--- config.mk ---
export PLATFORM = sky130hd
export DESIGN_NAME = dark_irq_timer
export DESIGN_NICKNAME = d
export VERILOG_FILES = /design/src/rtl/dark_irq_timer.sv
export SDC_FILE = /design/constraint.sdc
export NUM_CORES = 1
export LEC_CHECK = 0
export ABC_AREA = 1
export CAP_MARGIN = 20
export CORE_MARGIN = 1
export CORE_UTILIZATION = 30
export DETAILED_ROUTE_END_ITERATION = 10
export PLACE_DENSITY = 0.49
export SKIP_CTS_REPAIR_TIMING = 1
export SLEW_MARGIN = 20
export SYNTH_ARGS = -nofsm -noshare
export SYNTH_HDL_FRONTEND = slang
export SYNTH_SLANG_ARGS = --single-unit
--- constraint.sdc ---
create_clock -name clk -period 14.2 [get_ports clk]
set_clock_uncertainty 0.15 [all_clocks]
set_input_delay 1.42 -clock clk [delete_from_list [all_inputs] [get_ports clk]]
set_output_delay 1.42 -clock clk [all_outputs]
set_load 0.005 [all_outputs]
--- src/rtl/dark_irq_timer.sv ---
// -----------------------------------------------------------------------------
// dark_irq_timer
//   Multi-channel timer / interrupt controller for the darksocv IO space.
//   CHANNELS independent down-counters share one prescaler. Each channel runs
//   periodic or one-shot. On expiry it sets its pending flag. The flags are
//   masked by ENABLE and ORed into a single registered IRQ line. STATUS is
//   write-1-to-clear.
//
//   Register map (word index):
//     0          STATUS    R: pending bits   W: 1 clears bit n
//     1          ENABLE    R/W IRQ mask
//     2          PRESCALE  R/W tick every PRESCALE+1 cycles
//     3          reserved (reads 0)
//     4(n+1)+0   RELOAD[n] R/W
//     4(n+1)+1   COUNT[n]  RO
//     4(n+1)+2   CTRL[n]   R/W bit0 RUN, bit1 ONESHOT
//     4(n+1)+3   reserved (reads 0)
//     Unmapped channel slots read 0.
//
// Ports
//   clk    in   system clock, rising edge
//   res    in   asynchronous active-high reset
//   addr   in   word address (byte address bits [AW+1:2])
//   rd     in   read strobe (one cycle)
//   wr     in   write strobe (one cycle)
//   be     in   byte enables for wr
//   datai  in   write data
//   datao  out  registered read data, held until the next read
//   ack    out  pulses one cycle after rd or wr
//   pend   out  raw per-channel pending flags
//   irq    out  registered |(pend & enable)
// -----------------------------------------------------------------------------
module dark_irq_timer #(
  parameter int          CHANNELS = 4,
  parameter int          WIDTH    = 32,
  parameter logic [31:0] PSC_RST  = 32'd0,
  parameter int          AW       = $clog2(CHANNELS + 1) + 2
) (
  input  logic                clk,
  input  logic                res,
  input  logic [AW-1:0]       addr,
  input  logic                rd,
  input  logic                wr,
  input  logic [3:0]          be,
  input  logic [31:0]         datai,
  output logic [31:0]         datao,
  output logic                ack,
  output logic [CHANNELS-1:0] pend,
  output logic                irq
);

  localparam logic [AW-1:0] A_STATUS   = AW'(0);
  localparam logic [AW-1:0] A_ENABLE   = AW'(1);
  localparam logic [AW-1:0] A_PRESCALE = AW'(2);

  logic [CHANNELS-1:0] enable;
  logic [WIDTH-1:0]    prescale;
  logic [WIDTH-1:0]    psc;
  logic                tick;

  logic [WIDTH-1:0]    reload [CHANNELS];
  logic [WIDTH-1:0]    count  [CHANNELS];
  logic [CHANNELS-1:0] run;
  logic [CHANNELS-1:0] oneshot;

  logic [31:0]         wmask;
  logic [CHANNELS-1:0] reload_we;
  logic [CHANNELS-1:0] ctrl_we;
  logic [CHANNELS-1:0] start;
  logic [CHANNELS-1:0] stop;
  logic [CHANNELS-1:0] expire;
  logic [CHANNELS-1:0] clr;
  logic [31:0]         rdata;

  assign wmask = {{8{be[3]}}, {8{be[2]}}, {8{be[1]}}, {8{be[0]}}};
  assign tick  = (psc == '0);

  // Per-channel control decode.
  // NOTE: every variable driven here gets a default first; otherwise a path
  // that skips an assignment would make synthesis infer a latch.
  always_comb begin
    reload_we = '0;
    ctrl_we   = '0;
    start     = '0;
    stop      = '0;
    expire    = '0;
    for (int n = 0; n < CHANNELS; n++) begin
      reload_we[n] = wr && (addr == AW'(4 * (n + 1)));
      ctrl_we[n]   = wr && (addr == AW'(4 * (n + 1) + 2));
      // A RUN 0->1 write loads COUNT from RELOAD instead of a tick step.
      start[n]     = ctrl_we[n] && be[0] && datai[0] && !run[n];
      // A RUN ->0 write freezes COUNT, even on a tick edge.
      stop[n]      = ctrl_we[n] && be[0] && !datai[0];
      expire[n]    = tick && run[n] && !stop[n] && (count[n] == '0);
    end
    // The W1C mask is applied before expire is ORed in, so a set on the
    // same edge as a clear wins.
    clr = (wr && addr == A_STATUS) ?
          (datai[CHANNELS-1:0] & wmask[CHANNELS-1:0]) : '0;
  end

  // Read mux. Any address not decoded below reads 0.
  always_comb begin
    rdata = '0;
    case (addr)
      A_STATUS:   rdata[CHANNELS-1:0] = pend;
      A_ENABLE:   rdata[CHANNELS-1:0] = enable;
      A_PRESCALE: rdata[WIDTH-1:0]    = prescale;
      default: begin
        for (int n = 0; n < CHANNELS; n++) begin
          if (addr == AW'(4 * (n + 1)))     rdata[WIDTH-1:0] = reload[n];
          if (addr == AW'(4 * (n + 1) + 1)) rdata[WIDTH-1:0] = count[n];
          if (addr == AW'(4 * (n + 1) + 2)) rdata[1:0]       = {oneshot[n], run[n]};
        end
      end
    endcase
  end

  // Bus side, global registers, prescaler and IRQ.
  // NOTE: sequential state uses non-blocking assignments so every register
  // samples the pre-edge values. That is also why a read paired with a write
  // returns the old contents.
  always_ff @(posedge clk or posedge res) begin
    if (res) begin
      datao    <= '0;
      ack      <= 1'b0;
      irq      <= 1'b0;
      pend     <= '0;
      enable   <= '0;
      prescale <= PSC_RST[WIDTH-1:0];
      psc      <= PSC_RST[WIDTH-1:0];
    end else begin
      ack <= rd | wr;
      if (rd) datao <= rdata;

      if (wr && addr == A_ENABLE)
        enable <= (enable & ~wmask[CHANNELS-1:0]) | (datai[CHANNELS-1:0] & wmask[CHANNELS-1:0]);
      // A new PRESCALE is only picked up when psc next reloads.
      if (wr && addr == A_PRESCALE)
        prescale <= (prescale & ~wmask[WIDTH-1:0]) | (datai[WIDTH-1:0] & wmask[WIDTH-1:0]);

      if (tick) psc <= prescale;
      else      psc <= psc - WIDTH'(1);

      pend <= (pend & ~clr) | expire;
      irq  <= |(pend & enable);
    end
  end

  // Channel counters.
  // NOTE: the per-channel arrays are ordinary flops with visible reset
  // values, not a RAM, so they are reset along with everything else.
  always_ff @(posedge clk or posedge res) begin
    if (res) begin
      run     <= '0;
      oneshot <= '0;
      for (int n = 0; n < CHANNELS; n++) begin
        reload[n] <= '0;
        count[n]  <= '0;
      end
    end else begin
      for (int n = 0; n < CHANNELS; n++) begin
        if (reload_we[n])
          reload[n] <= (reload[n] & ~wmask[WIDTH-1:0]) | (datai[WIDTH-1:0] & wmask[WIDTH-1:0]);

        if (ctrl_we[n] && be[0]) oneshot[n] <= datai[1];

        if (start[n]) begin
          run[n]   <= 1'b1;
          count[n] <= reload[n];
        end else if (stop[n]) begin
          run[n] <= 1'b0;
        end else if (tick && run[n]) begin
          if (count[n] != '0) begin
            count[n] <= count[n] - WIDTH'(1);
          end else if (oneshot[n]) begin
            run[n] <= 1'b0;
          end else begin
            count[n] <= reload[n];
          end
        end
      end
    end
  end

endmodule

==> impl_results.md <==
* Number of different library cells in the post-synthesis netlist at 44
* Area contributors post-synth: sky130_fd_sc_hd__dfrtp_1 (43%), sky130_fd_sc_hd__nand2_1 (15%), sky130_fd_sc_hd__o21ai_0 (9.2%)
* FF+latch count, synth at 370
* Seq/Total Area, Yosys at 43.2%
* Cells after Synth at 3055
* CP Buf/Inv Count at 2
* Floorplan die width at 269 µm
* Result of the run: finished clean
* Pin count of the biggest net entering global routing at 144
* Number of primary I/O pins at 83
* Share of final-layout standard cells stronger than drive strength 1 at 4.85%
* Full die area at 0.0725 mm²
* CTS sink cnt at 370
* Final critical delay including setup and external delays at 4.46 ns
* Achievable clock frequency at 224 MHz
* Dominant synthesized flop cell: sky130_fd_sc_hd__dfrtp_1
* Antenna violations before repair at 0
* Remaining routing DRC violations at 0
* Die extent in y at 269 µm
* Routed Wire Length at 81.7 mm
* Final Cycle Share at 31.4%
* Arrival @ worst endpoint at 4.75 ns
* Slew of the pin with the lowest slew margin at 1.14 ns
* Required time worst endpoint at 14.49 ns
* Yosys top cell area share at 43.2%
* Sequence of cells on the critical path: clkdlybuf4s50_1 -> inv_1 -> nand2_1 -> nor2_4 -> nand2_1 -> nor2_2 -> nand3_1 -> o21ai_1 -> nand2_2 -> nor2_1 -> a21oi_1
* ANT cells at 0
* Via count of the first global-routing pass at 19100
* Post-synthesis to final-layout area growth at 15.1%
* Global-route wire length before repair at 122 mm
* Maximum buffer depth of the clock tree at 3
* Via total after detailed routing at 20400
* Number of flops mapped to enable cells by yosys at 0
* Dominant cell type by area after synthesis: sky130_fd_sc_hd__dfrtp_1
* Async set or reset register ratio after synthesis at 100%
* Synth warn at 0
* Floorplan Core Area at 0.0704 mm²
* Slew Limit Headroom at 23.8%
* Syn_area_per_cell at 7.02 µm²
* Number of maximum-capacitance constraint violations at 0
* Number of nets in the finished design at 3154
* Layout Cells excl Fill at 4072
* Number of H-tree levels at 2
* Starting density of the core at 30.4%
* CP Capture Type: register
* RSZ-0062 raised after global routing: no
* Net count of the mapped netlist at 3110
* Max-slew violation total from the final report at 0
* Critical path's slowest cell: sky130_fd_sc_hd__o21ai_1
* Total negative setup slack at 0 ns
* GRT Util Overall at 22.1%
* Power density cells at 122 mW/mm²
* Master cell of the clock root buffer: sky130_fd_sc_hd__clkbuf_16
* Cell occurring most often along the worst timing path: sky130_fd_sc_hd__nand2_1
* Total cell area at the placement stage at 0.0231 mm²
* First drt pass iteration count at 6
* Overall power after layout at 3.01 mW
* CTS clk-pin slew, worst paths at 0.06 ns
* Worst IR Drop VDD at 0.0000760 V
* Starting DRT DRC Count at 2004
* Worst skew pair latency at 0.58 ns
* Peak fanout along the critical path at 29
* Type of element launching the critical path: primary input
* Inst Count DP at 3993
* Global placer's final weighted congestion at 0.954
* Count of final hold-check violations at 0
* Buffers on Ports at 82
* Worst stage delay on the critical path at 0.78 ns
* Routed Antenna Nets at 0
* DP HPWL at 61.3 mm
* Per-cell routed wire length at 20.1 µm
* Final Util at 35.0%
* Lkg Pwr at 11.7 nW
* Cell row count at 97
* Finish-stage setup viols at 0
* Cell family with the largest share of critical-path delay: simple AND/OR/NAND/NOR gates
* CTS tree: yes
* Path class of the lowest-slack min-delay path: reg2reg
* Grt total ovfl at 0
* Final non-filler cell area at 0.0247 mm²
* Post-synthesis instance area at 0.0214 mm²
* Class of the most critical setup path: in2reg
* Number of clock buffers inserted by TritonCTS at 44
* Number of vias per cell after detailed routing at 5.00
==> where the power goes <==
part / internal (mW) / leakage (nW) / switching (mW)
clock network: 0.726 / 0.760 / 0.485
logic: 0.177 / 6.21 / 0.331
registers: 1.17 / 4.69 / 0.123
total: 2.07 / 11.7 / 0.939
==> per-layer routing <==
layer  up-vias  track usage, %  part of all wire, %
met5         -               0                    0
met4         0            7.36                  3.3
met3       113            3.45                  5.8
met2       593            34.0                   44
met1      9711            31.6                   47
li1       9953               -                    -
==> worst register-to-register path: stages, from the launching register on <==
cell and delay [ns]:
sky130_fd_sc_hd__dfrtp_1 0.40, sky130_fd_sc_hd__inv_1 0.22, sky130_fd_sc_hd__ha_1 0.31, sky130_fd_sc_hd__nand2_1 0.08, sky130_fd_sc_hd__nor2_1 0.10, sky130_fd_sc_hd__nand3_1 0.12, sky130_fd_sc_hd__nor2_4 0.10, sky130_fd_sc_hd__buf_4 0.28
sky130_fd_sc_hd__nand2_1 0.22, sky130_fd_sc_hd__o21ai_1 0.93, sky130_fd_sc_hd__nand2_2 0.72, sky130_fd_sc_hd__nor2_1 0.27, sky130_fd_sc_hd__a21oi_1 0.06
==> Yosys cell counts, types with 3 or more instances <==
master and number:
sky130_fd_sc_hd__a211oi_1 8, sky130_fd_sc_hd__a21oi_1 63, sky130_fd_sc_hd__a31oi_1 14, sky130_fd_sc_hd__and2_1 3, sky130_fd_sc_hd__buf_2 33, sky130_fd_sc_hd__buf_6 3
sky130_fd_sc_hd__clkbuf_1 62, sky130_fd_sc_hd__dfrtp_1 370, sky130_fd_sc_hd__ha_1 10, sky130_fd_sc_hd__inv_1 346, sky130_fd_sc_hd__inv_2 12, sky130_fd_sc_hd__mux2i_1 6
sky130_fd_sc_hd__nand2_1 877, sky130_fd_sc_hd__nand3_1 125, sky130_fd_sc_hd__nand3b_1 5, sky130_fd_sc_hd__nand4_1 67, sky130_fd_sc_hd__nor2_1 388, sky130_fd_sc_hd__nor2_2 11
sky130_fd_sc_hd__nor2_4 5, sky130_fd_sc_hd__nor3_1 45, sky130_fd_sc_hd__nor3_2 5, sky130_fd_sc_hd__nor4_1 8, sky130_fd_sc_hd__o2111ai_1 11, sky130_fd_sc_hd__o211ai_1 36
sky130_fd_sc_hd__o21ai_0 396, sky130_fd_sc_hd__o21ai_1 16, sky130_fd_sc_hd__o22ai_1 21, sky130_fd_sc_hd__o31ai_1 4, sky130_fd_sc_hd__or2_2 16, sky130_fd_sc_hd__xnor2_1 20
sky130_fd_sc_hd__xor2_1 50
==> logic make-up after synthesis <==
family,Yosys count,synth area share (%)
and+or+nand+nor,1561,30.1
AOI/OAI and AO/OA,577,14.5
buffers and inverters,461,8.41
DFF,370,43.2
xor gates and xnor gates,70,2.86
adders and majority gates,10,0.584
muxes,6,0.280
==> area by class of cell <==
type                       count  area [µm²]
fill                        7668       45700
inverter                     359        1360
tap                          940        1180
multi-input combinational   2224       10400
sequential                   370        9260
clock buffer                  68        1390
timing repair buffer         100         963
clock inverter                11         133
==> path summary, 6_finish.rpt <==
| kind | cells after the start | from | slack, ns | to |
|---|---|---|---|---|
| max | 11 | addr[0] | 9.74 | count[32] |
| min | 2 | count[127] | 0.33 | count[127] |
| max reg2reg | 12 | psc[0] | 10.10 | count[32] |
| min reg2reg | 2 | count[127] | 0.33 | count[127] |
| max in group asynchronous | 4 | res | 10.63 | async pin |
| min in group asynchronous | 2 | res | 1.22 | async pin |
==> metrics by stage <==
step	setup WS, ns	hold slack [ns]
2_1_floorplan	2.36	0.299
3_3_place_gp	9.00	0.313
3_5_place_dp	8.96	0.316
4_1_cts	9.56	0.333
5_1_grt	9.48	0.351
6_report	9.74	0.333
==> layout by cell type, fill, tap and decap left out, types with 2 or more instances in the layout <==
cell type                         synthesis  final
sky130_fd_sc_hd__a211oi_1                 8      8
sky130_fd_sc_hd__a21boi_0                 2      2
sky130_fd_sc_hd__a21oi_1                 63     63
sky130_fd_sc_hd__a31oi_1                 14     14
sky130_fd_sc_hd__and2_1                   3      3
sky130_fd_sc_hd__buf_4                    2     17
sky130_fd_sc_hd__bufinv_16                0      3
sky130_fd_sc_hd__clkbuf_1                62      5
sky130_fd_sc_hd__clkbuf_16                0     45
sky130_fd_sc_hd__clkbuf_8                 0     18
sky130_fd_sc_hd__clkdlybuf4s50_1          0     81
sky130_fd_sc_hd__clkinv_2                 0      7
sky130_fd_sc_hd__dfrtp_1                370    370
sky130_fd_sc_hd__ha_1                    10     10
sky130_fd_sc_hd__inv_1                  346    345
sky130_fd_sc_hd__inv_2                   12     12
sky130_fd_sc_hd__mux2i_1                  6      6
sky130_fd_sc_hd__nand2_1                877    876
sky130_fd_sc_hd__nand2_2                  2      3
sky130_fd_sc_hd__nand3_1                125    125
sky130_fd_sc_hd__nand3b_1                 5      5
sky130_fd_sc_hd__nand4_1                 67     67
sky130_fd_sc_hd__nor2_1                 388    384
sky130_fd_sc_hd__nor2_2                  11     14
sky130_fd_sc_hd__nor2_4                   5      6
sky130_fd_sc_hd__nor3_1                  45     45
sky130_fd_sc_hd__nor3_2                   5      5
sky130_fd_sc_hd__nor3b_1                  2      2
sky130_fd_sc_hd__nor4_1                   8      8
sky130_fd_sc_hd__o2111ai_1               11     11
sky130_fd_sc_hd__o211ai_1                36     36
sky130_fd_sc_hd__o21ai_0                396    396
sky130_fd_sc_hd__o21ai_1                 16     16
sky130_fd_sc_hd__o221ai_1                 2      2
sky130_fd_sc_hd__o22ai_1                 21     21
sky130_fd_sc_hd__o31ai_1                  4      4
sky130_fd_sc_hd__or2_2                   16     16
sky130_fd_sc_hd__xnor2_1                 20     20
sky130_fd_sc_hd__xor2_1                  50     50
Note: power is estimated with default switching activity, not from simulation.
